===== src/rtl/round_sequencer.sv =====
// Turn/round scheduler for the two-player mental-math game: requests a target,
// runs the digit timer, judges each answer and keeps scores and rounds.
module round_sequencer #(
    parameter int NUM_ROUNDS = 8,
    parameter int DIGIT_W    = 4,
    parameter int SCORE_W    = 4
) (
    input  logic               clk,
    input  logic               rst,
    input  logic               Logged_In,
    input  logic               Start,
    input  logic [DIGIT_W-1:0] RNG_Value,
    input  logic               RNG_Valid,
    output logic               RNG_Gen,
    output logic               Timer_reconfig,
    output logic               Timer_enable,
    input  logic               DigitTime_Out,
    input  logic [DIGIT_W-1:0] Answer,
    input  logic               Answer_Valid,
    output logic               Player_Sel,
    output logic [SCORE_W-1:0] Score_P1,
    output logic [SCORE_W-1:0] Score_P2,
    output logic [3:0]         Round_Cnt,
    output logic               Correct,
    output logic               Game_Over,
    output logic [2:0]         state_dbg
);

    typedef enum logic [2:0] {
        S_IDLE     = 3'd0,
        S_GEN      = 3'd1,
        S_WAIT_RNG = 3'd2,
        S_ARM      = 3'd3,
        S_PLAY     = 3'd4,
        S_SCORE    = 3'd5,
        S_NEXT     = 3'd6,
        S_DONE     = 3'd7
    } state_t;

    localparam logic [SCORE_W-1:0] SCORE_MAX = '1;
    localparam logic [SCORE_W-1:0] SCORE_ONE = SCORE_W'(1);
    localparam logic [3:0]         ROUNDS_L  = 4'(NUM_ROUNDS);

    state_t             state;
    state_t             next_state;
    logic [DIGIT_W-1:0] target;
    logic [DIGIT_W-1:0] target_d;
    logic [SCORE_W-1:0] score_p1_d;
    logic [SCORE_W-1:0] score_p2_d;
    logic [3:0]         round_cnt_d;
    logic               player_sel_d;
    logic               correct_d;
    logic               start_ok;
    logic               hit;
    logic [3:0]         round_inc;

    assign start_ok  = Start & Logged_In;
    assign hit       = Answer_Valid && (Answer == target);
    assign round_inc = Round_Cnt + 4'd1;
    assign state_dbg = state;

    // State and all outputs are registered; strobes decode the upcoming state.
    always_ff @(posedge clk or negedge rst) begin
        if (!rst) begin
            state          <= S_IDLE;
            target         <= '0;
            Score_P1       <= '0;
            Score_P2       <= '0;
            Round_Cnt      <= '0;
            Player_Sel     <= 1'b0;
            Correct        <= 1'b0;
            RNG_Gen        <= 1'b0;
            Timer_reconfig <= 1'b0;
            Timer_enable   <= 1'b0;
            Game_Over      <= 1'b0;
        end else begin
            state          <= next_state;
            target         <= target_d;
            Score_P1       <= score_p1_d;
            Score_P2       <= score_p2_d;
            Round_Cnt      <= round_cnt_d;
            Player_Sel     <= player_sel_d;
            Correct        <= correct_d;
            RNG_Gen        <= (next_state == S_GEN);
            Timer_reconfig <= (next_state == S_ARM);
            Timer_enable   <= (next_state == S_PLAY);
            Game_Over      <= (next_state == S_DONE);
        end
    end

    always_comb begin
        next_state = state;
        if (state != S_IDLE && !Logged_In) begin
            next_state = S_IDLE;
        end else begin
            case (state)
                S_IDLE:     if (start_ok) next_state = S_GEN;
                S_GEN:      next_state = S_WAIT_RNG;
                S_WAIT_RNG: if (RNG_Valid) next_state = S_ARM;
                S_ARM:      next_state = S_PLAY;
                // An answer arriving with the timeout still wins; both just end the turn.
                S_PLAY:     if (Answer_Valid || DigitTime_Out) next_state = S_SCORE;
                S_SCORE:    next_state = S_NEXT;
                S_NEXT:     next_state = (Player_Sel && round_inc == ROUNDS_L) ? S_DONE : S_GEN;
                S_DONE:     if (Start) next_state = S_GEN;
                default:    next_state = S_IDLE;
            endcase
        end
    end

    always_comb begin
        target_d     = target;
        score_p1_d   = Score_P1;
        score_p2_d   = Score_P2;
        round_cnt_d  = Round_Cnt;
        player_sel_d = Player_Sel;
        correct_d    = 1'b0;
        case (state)
            S_IDLE, S_DONE: begin
                if (next_state == S_GEN) begin
                    score_p1_d   = '0;
                    score_p2_d   = '0;
                    round_cnt_d  = '0;
                    player_sel_d = 1'b0;
                end
            end
            S_WAIT_RNG: begin
                if (next_state == S_ARM) target_d = RNG_Value;
            end
            S_PLAY: begin
                // Score lands together with Correct as the turn enters SCORE.
                if (next_state == S_SCORE && hit) begin
                    correct_d = 1'b1;
                    if (!Player_Sel) begin
                        if (Score_P1 != SCORE_MAX) score_p1_d = Score_P1 + SCORE_ONE;
                    end else begin
                        if (Score_P2 != SCORE_MAX) score_p2_d = Score_P2 + SCORE_ONE;
                    end
                end
            end
            S_NEXT: begin
                if (next_state != S_IDLE) begin
                    player_sel_d = ~Player_Sel;
                    if (Player_Sel) round_cnt_d = round_inc;
                end
            end
            default: ;
        endcase
    end

endmodule


===== config.mk =====
export PLATFORM = sky130hd
export DESIGN_NAME = round_sequencer
export DESIGN_NICKNAME = d
export VERILOG_FILES = /design/src/rtl/round_sequencer.sv
export SDC_FILE = /design/constraint.sdc
export NUM_CORES = 1
export LEC_CHECK = 0
export CAP_MARGIN = 20
export CORE_ASPECT_RATIO = 0.75
export CORE_MARGIN = 4
export CORE_UTILIZATION = 38
export CTS_CLUSTER_SIZE = 16
export DETAILED_ROUTE_END_ITERATION = 12
export REMOVE_ABC_BUFFERS = 1
export SLEW_MARGIN = 20
export SYNTH_ARGS = -nofsm -noshare
export SYNTH_HDL_FRONTEND = slang
export SYNTH_SLANG_ARGS = --single-unit
export TNS_END_PERCENT = 5

===== constraint.sdc =====
create_clock -name clk -period 4.3 [get_ports clk]
set_input_delay 1.075 -clock clk [delete_from_list [all_inputs] [get_ports clk]]
set_output_delay 1.075 -clock clk [all_outputs]
set_load 0.05 [all_outputs]

After elaboration in Yosys (flattened, before gate mapping) --
Index checks and enable logic that the tools add are counted.
Word-level totals: bits in registers 25, latch bits 0, memory bits (writable) 0, ROM bits 0, input bits 15, output and inout port bits 21, word-level logic and storage cells 81, memories kept 0
Cells by class: $add $sub $neg 3, $mul 0, div/mod/pow operators 0, magnitude comparators 0, eq/ne operators 24, shifts and indexed selects 0, muxes and demuxes 24, bitwise operators 2, reduce and logical (&&, ||, !) cells 17
Operator list (count):
- $mux W4 | 9
- $pmux W3 S8 | 1
- $pmux W4 S2 | 3
- $eq A3 B3 Y1 const B | 7
- $mux W3 | 6
- $ne A2 B2 Y1 const B | 8
- $add A4 B1 Y4 const B | 3
- $reduce_and A5 Y1 | 2
- $eq A3 B2 Y1 const B | 3
- $ne A4 B4 Y1 const B | 2
- $eq A3 B1 Y1 const B | 2
- $reduce_bool A3 Y1 | 2
- $eq A4 B4 Y1 | 1
- $eq A4 B4 Y1 const B | 1
- $logic_and A1 B1 Y1 | 4
- $mux W1 | 4
- $reduce_and A4 Y1 | 1
- $reduce_bool A2 Y1 | 2
- $logic_not A3 Y1 | 1
- $reduce_and A3 Y1 | 1
- $pmux W1 S2 | 1
- $reduce_and A2 Y1 | 1
- $reduce_or A2 Y1 | 1
- $and A1 B1 Y1 | 1
- other kinds (3) | 3

Longest topological paths before layout --
Gate-level depths: netlist of the first run.
depth after elaboration 10, mapped depth 7, mapped depth without buffers 6

Worst setup path before layout of the first run --
OpenSTA, ideal clock, no wires.
kind input -> register, start point input Answer[0], end point register Score_P1[2], library setup time 0.126 ns, arrival 2.061 ns, required time 4.174 ns, slack 2.113 ns, cell stages on the path 5, buffers on the path 0, cells stage by stage xnor2_1 > nand4_1 > nor4b_4 > nor2_2 > a221o_1
Between the ends: longest elaborated chain between the ends 5
RTL lines:
- start, declared | line 18 | input logic [DIGIT_W-1:0] Answer,
- $eq A4 B4 Y1 | line 58 | assign hit = Answer_Valid && (Answer == target);
- $logic_and A1 B1 Y1 | line 58
- $logic_and A1 B1 Y1 | line 132 | if (next_state == S_SCORE && hit) begin
- $ne A2 B2 Y1 (no source line)
- $reduce_and A5 Y1 (no source line)
- end signal, assigned | line 79 | Score_P1 <= score_p1_d;
- end, declared | line 21 | output logic [SCORE_W-1:0] Score_P1,
No other way between the ends. A chain may end at the register's enable or synchronous reset.

Worst setup path in the final report of the first run --
start point register Player_Sel, end point output Player_Sel
RTL lines:
- start, declared | line 20 | output logic Player_Sel,
- start signal, assigned | line 82 | Player_Sel <= player_sel_d;
No word-level cell between the ends.

==> results of run 1 <==
## layout make-up
type | instances | area, µm² | area share
clock inverters | 1 | 7.51 | 0.00412
clock buffers | 3 | 41.3 | 0.0227
well taps | 50 | 62.6 | 0.0344
flip-flops and latches | 25 | 626 | 0.344
repair buffers | 36 | 378 | 0.208
inverters | 5 | 18.8 | 0.0103
multi-input cells | 107 | 687 | 0.377
## placed cells by master, fill, tap and decap left out, types with 2 or more instances in the layout
| cell type | Yosys | final |
|---|---|---|
| inv_1 | 5 | 5 |
| nand2_1 | 25 | 25 |
| nand2b_1 | 3 | 3 |
| xor2_1 | 3 | 3 |
| dfrtp_1 | 25 | 25 |
| a21oi_1 | 6 | 6 |
| nand4_1 | 3 | 3 |
| ha_1 | 4 | 4 |
| nor2_1 | 11 | 11 |
| clkdlybuf4s50_1 | 0 | 35 |
| and3_2 | 2 | 2 |
| nand3_1 | 5 | 5 |
| a31oi_1 | 5 | 5 |
| nor2_2 | 2 | 2 |
| clkbuf_8 | 0 | 3 |
| a221o_1 | 4 | 4 |
| a21oi_2 | 2 | 2 |
| xnor2_1 | 3 | 3 |
| o21ai_0 | 7 | 7 |
## registers in the layout, summed over array words and instances, names as in the netlist
name,cells
Timer_reconfig,1
Score_P1,4
Round_Cnt,4
Player_Sel,1
Timer_enable,1
target,4
Score_P2,4
Correct,1
RNG_Gen,1
state_dbg,3
Game_Over,1
## power by group through the flow
stage	sequential [mW]	clock, mW	combinational, mW
after floorplan	0.418	0	0.148
after global placement	0.346	0	0.326
after detailed placement	0.347	0	0.334
final	0.345	0.140	0.332
after CTS	0.344	0.146	0.335
after global routing	0.356	0.153	0.360
## per-stage QoR
stage	power [mW]	utilization	instance area (µm²)	std cells
2_1_floorplan	0.565	-	1330	137
3_3_place_gp	0.671	0.513	1740	222
3_5_place_dp	0.681	0.521	1770	223
4_1_cts	0.825	0.535	1820	227
5_1_grt	0.870	0.535	1820	227
6_report	0.817	0.535	1820	227
## kinds of logic after synthesis
logic type / Yosys count / share of synthesized area
multiplexers: 2 / 0.0154
buffers and inverters: 11 / 0.0515
AO/OA/AOI/OAI: 34 / 0.173
AND/OR/NAND/NOR: 61 / 0.234
XOR/XNOR: 6 / 0.0380
flip-flops: 25 / 0.452
adder cells (fa/ha/maj): 4 / 0.0362
## final timing paths
path                                end  cells past startpoint
min in group asynchronous   Score_P1[1]                      1
max                          Player_Sel                      1
min                           target[1]                      2
max reg2reg                 Score_P1[3]                      5
max in group asynchronous  state_dbg[0]                      2
min reg2reg                   target[1]                      2
## per-layer routing
| layer | global-route usage | share of wire | up-vias |
|---|---|---|---|
| li1 | - | - | 577 |
| met1 | 0.202 | 0.51 | 536 |
| met2 | 0.221 | 0.44 | 25 |
| met3 | 0.0437 | 0.047 | 2 |
| met4 | 0.0152 | 0.0042 | 0 |
| met5 | 0 | 0 | - |
==> impl_metrics.tcl, run 1 <==
set metrics [dict create \
    wl_per_cell_um 13.5 \
    grt_start_max_net_pins 16 \
    area_delta_synth_final_pct 31.6 \
    timing.final.crit_period_ns 2.85 \
    rows 18 \
    synth_cell_type_count 43 \
    ant_nets 0 \
    required_ns 3.22 \
    cts_sinks 25 \
    path_max_fanout 15 \
    dieArea_um2 4680 \
    ir_drop_mv 0.412 \
    wirelength_um 3070 \
    p_switching_mw 0.346 \
    grt_pass1_vias 1127 \
    worstPathCellList "clkdlybuf4s50_1" \
    syn-instance-count 143 \
    fin_worst_skew_ns 0.000763 \
    fp.dieH_um 60.3 \
    die_w_um 77.7 \
    root_buffer "clkbuf_8" \
    overflow 0 \
    via_count 1140 \
    synth_area_leaders "dfrtp_1 (45%), nand2_1 (6.8%), ha_1 (3.6%)" \
    clock_power_share 0.172 \
    slowest_stage "clkdlybuf4s50_1" \
    hold_start "target[1]" \
    synthArstFlopShare 1.00 \
    detailedPlace.worstSlack_ns 1.17 \
    fmaxAchievable_mhz 351 \
    worst_slew_pin_slew_ns 0.620 \
    status "complete, no violations" \
    ys_ff_latch 25 \
    fin_ws_ns 1.45 \
    place_congestion 0.793 \
    synthDominantCellAreaShare 0.452 \
    clk_latency_ns 0.27 \
    synth-main-ff-cell "dfrtp_1" \
    setup_viol 0 \
    post-route-period-util 0.662 \
    cts_setup_buffers 0 \
    yosys_warnings 0 \
    p_leak_nw 0.807 \
    cts_resized 0 \
    drc 0 \
    crit_arrival_ns 1.77 \
    vias_per_cell 5.02 \
    grt_use_total 0.142 \
    cts_buffer_depth 2 \
    power.internal_mw 0.471 \
    synth_commonest_cells "dfrtp_1 (25), nand2_1 (25), nor2_1 (11)" \
    design.core.area_um2 3400 \
    swShare 0.423 \
    cts_made_buffers 3 \
    critical_path_class "register to output pin" \
    drt-initial-drc-count 23 \
    power.density_nw_per_um2 449 \
    io_buffers 35 \
    drv_cap 0 \
    start_util 0.407 \
    avgSynthCellArea_um2 9.68 \
    cp_top_family "buffers and inverters" \
    slew_violations 0 \
    ios 36 \
    grt_pass1_wl_um 5310 \
    crit_path_end_kind "output pin" \
    crit_path_max_incr_delay_ns 0.89 \
    clkTransAtPathRegs_ns 0.09 \
    htree_levels 1 \
    pwr-share-seq 0.422 \
    drive_above_1_share 0.107 \
    crit_start "Player_Sel" \
    synth_edf_count 0 \
    syn_area_um2 1380 \
    fin_hold_ws_ns 0.503 \
    tns_ns 0 \
    rsz0062_at_grt "no" \
    synth_top_cell_by_area "dfrtp_1" \
    rr_startpoint "state_dbg[0]" \
    holdBufCountCts 0 \
    final.fill_count 306 \
    grt_antenna_before_repair 0 \
    final_net_count 197 \
    drt_pass1_iterations 4 \
    num_antenna_cells 0 \
    cts_tree "done" \
    yosysSeqAreaShare 0.452 \
    crit_buf_inv 1 \
    hold_class "register to register" \
    r2r_slack_ns 1.98 \
    max-slew-margin-rel 0.585 \
    combPwrFrac 0.406 \
    dp_hpwl_um 2350 \
    hold_viol_final 0 \
    start_kind "register" \
]
(Power assumes the default switching activity.)
==> run 2: changes to the inputs <==
==> constraint.sdc (replaced) <==
create_clock -name clk -period 2.9 [get_ports clk]
set_input_delay 0.725 -clock clk [delete_from_list [all_inputs] [get_ports clk]]
set_output_delay 0.725 -clock clk [all_outputs]
set_load 0.05 [all_outputs]
==> run 2 against run 1 <==
  * Wire length is 1.1% lower
  * Highest routed layer unchanged
  * Global-route usage shrank 0.21 points
  * Setup slack worse by 0.98 ns
  * Sequential share of layout area fell by 0.19 points
  * Critical path type unchanged
  * Via count increased by 2.5%
  * Flip-flop and latch count stayed put
  * Utilization grew 0.29 points
  * Sequential power grew 37%
  * Worst hold slack improved by 0.011 ns
  * Clock power rose by 51%
  * Design area rose by 0.55%
  * Largest cell class unchanged
  * Combinational power increased by 65%
==> impl_metrics.tcl, run 2 (synthesis results as in run 1) <==
set metrics [dict create \
    status "complete, no violations" \
    whs_path_depth 2 \
    reg2reg_to "Score_P2[3]" \
    detailedPlace.worstSlack_ns 0.424 \
    crit_buf_inv 1 \
    die_w_um 77.7 \
    tns_ns 0 \
    swShare 0.422 \
    slew_violations 0 \
    cts_made_buffers 3 \
    p_switching_mw 0.520 \
    vias_per_cell 5.06 \
    holdBufCountCts 0 \
    path_max_fanout 12 \
    rsz0062_at_grt "no" \
    r2r_slack_ns 0.85 \
    layout_common_cells "clkdlybuf4s50_1 (35), dfrtp_1 (25), nand2_1 (25)" \
    crit_path_end_kind "output pin" \
    fmaxAchievable_mhz 411 \
    max-slew-margin-rel 0.664 \
    crit_arrival_ns 1.71 \
    cts_buffer_depth 2 \
    drt-initial-drc-count 73 \
    final_common_cell "clkdlybuf4s50_1" \
    setup_viol 0 \
    timing.final.crit_period_ns 2.43 \
    reg2reg_depth 5 \
    clock_power_share 0.171 \
    worstPathCellList "clkdlybuf4s50_1" \
    num_antenna_cells 0 \
    start_kind "register" \
    overflow 0 \
    drv_cap 0 \
    ios 36 \
    wl_per_cell_um 13.1 \
    ir_drop_mv 0.409 \
    hold_viol_final 0 \
    grt_pass1_wl_um 5220 \
    rr_startpoint "state_dbg[0]" \
    power.internal_mw 0.713 \
    drive_above_1_share 0.127 \
    min_to "target[1]" \
    drc 0 \
    root_buffer "clkbuf_8" \
    design.core.area_um2 3400 \
    grt_start_max_net_pins 26 \
    slowest_stage "clkdlybuf4s50_1" \
    cts_tree "done" \
    crit_path_max_incr_delay_ns 0.88 \
    required_ns 2.17 \
    critical_path_class "register to output pin" \
    hold_start "target[1]" \
    via_count 1169 \
    grt_antenna_before_repair 0 \
    drt_pass1_iterations 4 \
    fp.dieH_um 60.3 \
    cts_setup_buffers 0 \
    area_delta_synth_final_pct 32.3 \
    clkTransAtPathRegs_ns 0.09 \
    pwr-share-seq 0.384 \
    p_leak_nw 0.820 \
    place_congestion 0.722 \
    cp_top_family "buffers and inverters" \
    fin_worst_skew_ns 0.00665 \
    rows 18 \
    clk_latency_ns 0.27 \
    final.fill_count 308 \
    post-route-period-util 0.839 \
    worst_slew_pin_slew_ns 0.502 \
    htree_levels 1 \
    hold_class "register to register" \
    grt_use_total 0.140 \
    combPwrFrac 0.446 \
    final_net_count 201 \
    dieArea_um2 4680 \
    wirelength_um 3030 \
    fin_ws_ns 0.468 \
    cts_resized 0 \
    dp_hpwl_um 2330 \
    power.density_nw_per_um2 674 \
    ant_nets 0 \
    io_buffers 35 \
    cts_sinks 25 \
    grt_pass1_vias 1134 \
    start_util 0.407 \
]
==> run 2: cell types whose count changed in the layout (fill, tap and decap cells not counted) <==
cell    change
buf_4       +5
buf_16      -1
==> run 2: layer usage <==
metal | vias to the layer above | share of wire | GRT usage
met5 | - | 0 | 0
met1 | 556 | 0.52 | 0.195
met3 | 4 | 0.043 | 0.0361
met2 | 28 | 0.43 | 0.218
met4 | 0 | 0.0079 | 0.0381
li1 | 581 | - | -
==> run 2: worst max path at each step <==
| stage | startpoint | to | slack [ns] | depth (start not counted) |
|---|---|---|---|---|
| global placement | Answer[0] | Score_P2[2] | 0.48 | 6 |
| CTS | state_dbg[0] | state_dbg[0] | 0.46 | 1 |
| finish | state_dbg[0] | state_dbg[0] | 0.47 | 1 |
| floorplan | state_dbg[2] | Score_P2[2] | 0.66 | 5 |
| detailed placement | Answer[3] | Score_P2[3] | 0.42 | 6 |
| global route | state_dbg[0] | state_dbg[0] | 0.39 | 1 |
==> run 2: power groups by stage <==
stage	Sequential, mW	Clock, mW	Combinational [mW]
floorplan	0.620	0	0.219
global placement	0.478	0	0.547
detailed placement	0.477	0	0.550
CTS	0.472	0.217	0.553
global route	0.484	0.234	0.593
finish	0.473	0.211	0.549
==> run 2: area by class of cell <==
type	instances	area, µm²	share of cell area
inverters	5	18.8	0.0103
clock inverters	1	7.51	0.00410
flip-flops and latches	25	626	0.342
well taps	50	62.6	0.0342
multi-input cells	107	687	0.375
repair buffers	40	388	0.212
clock buffers	3	41.3	0.0226
==> run 2: stage by stage <==
step	cells	cell area, µm²	utilization	power [mW]	hold WS [ns]
global route	231	1830	0.538	1.31	0.537
CTS	231	1830	0.538	1.24	0.513
detailed placement	227	1780	0.524	1.03	0.492
finish	231	1830	0.538	1.23	0.514
global placement	227	1780	0.524	1.02	0.490
floorplan	137	1330	-	0.838	0.429
==> run 3: changes to the inputs <==
==> constraint.sdc (replaced) <==
create_clock -name clk -period 2.25 [get_ports clk]
set_input_delay 0.5625 -clock clk [delete_from_list [all_inputs] [get_ports clk]]
set_output_delay 0.5625 -clock clk [all_outputs]
set_load 0.05 [all_outputs]
==> run 3 against run 2 <==
  * Final cell count rose by 0.87%
  * Sequential share of layout area fell by 0.093 points
  * Critical path depth did not move
==> impl_metrics.tcl, run 3 (synthesis results as in run 1) <==
set metrics [dict create \
    wl_per_cell_um 13.6 \
    start_util 0.407 \
    hold_class "register to register" \
    crit_arrival_ns 1.59 \
    detailedPlace.worstSlack_ns 0.00262 \
    worstPathCellList "clkdlybuf4s50_1" \
    fmaxAchievable_mhz 465 \
    final.fill_count 309 \
    grt_antenna_before_repair 0 \
    crit_path_end_kind "output pin" \
    start_kind "register" \
    grt_pass1_vias 1202 \
    dieArea_um2 4680 \
    multi_input_area_um2 687 \
    area_delta_synth_final_pct 32.6 \
    crit_buf_inv 1 \
    fin_ws_ns 0.0986 \
    critical_path_class "register to output pin" \
    die_w_um 77.7 \
    root_buffer "clkbuf_8" \
    dp_hpwl_um 2380 \
    layout_common_cells "clkdlybuf4s50_1 (31), dfrtp_1 (25), nand2_1 (25)" \
    required_ns 1.69 \
    stdcell_count 233 \
    path_max_fanout 6 \
    cts_made_buffers 3 \
    vias_per_cell 5.03 \
    worst_slew_pin_slew_ns 0.506 \
    power.density_nw_per_um2 868 \
    design.core.area_um2 3400 \
    wirelength_um 3160 \
    grt_pass1_wl_um 5570 \
    slew_violations 0 \
    final_common_cell "clkdlybuf4s50_1" \
    cp_top_family "buffers and inverters" \
    drive_above_1_share 0.158 \
    fin_worst_skew_ns 0.00960 \
    drv_cap 0 \
    htree_levels 1 \
    grt_start_max_net_pins 26 \
    drt-met1-wl_um 1620 \
    slowest_stage "clkdlybuf4s50_1" \
    num_antenna_cells 0 \
    post-route-period-util 0.956 \
    ant_nets 0 \
    seq_area_um2 626 \
    place_inst 229 \
    final_net_count 203 \
    cts_sinks 25 \
    drt-initial-drc-count 32 \
    holdBufCountCts 0 \
    cts_buffer_depth 2 \
    wl_met2_um 1360 \
    rsz0062_at_grt "no" \
    tns_ns 0 \
    reg2reg_depth 5 \
    cts_resized 0 \
    max-slew-margin-rel 0.662 \
    cts_tree "done" \
    wl_met3_um 160 \
    io_buffers 35 \
    crit_cells 1 \
    clkTransAtPathRegs_ns 0.10 \
    clk_latency_ns 0.27 \
    status "complete, no violations" \
    place_congestion 0.741 \
    overflow 0 \
    drt_pass1_iterations 4 \
    whs_path_depth 2 \
    topRoutingLayerUsed "met4" \
    cts_setup_buffers 0 \
    timing.final.crit_period_ns 2.15 \
    grt_use_total 0.149 \
    setup_viol 0 \
    fp.dieH_um 60.3 \
    crit_path_max_incr_delay_ns 0.85 \
    ios 36 \
    via_count 1173 \
    drc 0 \
    rows 18 \
    hold_viol_final 0 \
    p_leak_nw 0.838 \
    ir_drop_mv 0.867 \
]
run 3: changes by cell type in the layout (fill, tap and decap cells not counted):
cell             previous run  this run
buf_4                       5        11
clkdlybuf4s50_1            35        31
run 3: layer usage:
metal / global-route usage / vias to the layer above
met1: 0.204 / 551
li1: - / 585
met4: 0.0152 / 0
met3: 0.0422 / 2
met2: 0.243 / 35
met5: 0 / -
run 3: area by class of cell:
class	instances	share of cell area
Sequential cell	25	0.341
Multi-Input combinational cell	107	0.374
Timing Repair Buffer	42	0.214
Clock buffer	3	0.0225
Clock inverter	1	0.00409
Inverter	5	0.0102
Tap cell	50	0.0341
run 3: per-stage QoR:
| stage | utilization | cell area, µm² | total power, mW | hold WS, ns |
|---|---|---|---|---|
| 2_1_floorplan | - | 1330 | 1.08 | 0.267 |
| 3_3_place_gp | 0.525 | 1790 | 1.32 | 0.485 |
| 5_1_grt | 0.540 | 1840 | 1.70 | 0.547 |
| 4_1_cts | 0.540 | 1840 | 1.61 | 0.518 |
| 3_5_place_dp | 0.525 | 1790 | 1.33 | 0.498 |
| 6_report | 0.540 | 1840 | 1.59 | 0.511 |
run 3: path summary, 6_finish.rpt:
check,startpoint,to,slack (ns)
max,Round_Cnt[2],Round_Cnt[2],0.1
min,target[1],target[1],0.51
max reg2reg,state_dbg[1],state_dbg[2],0.35
min reg2reg,target[1],target[1],0.51
max in group asynchronous,rst,state_dbg[0],1.35
min in group asynchronous,rst,Score_P1[1],0.65
run 3: report_power, final:
group	switching (mW)	internal [mW]	leakage (nW)	total, mW
clock network	0.148	0.125	0.0217	0.274
logic	0.425	0.266	0.475	0.691
registers	0.102	0.526	0.341	0.629
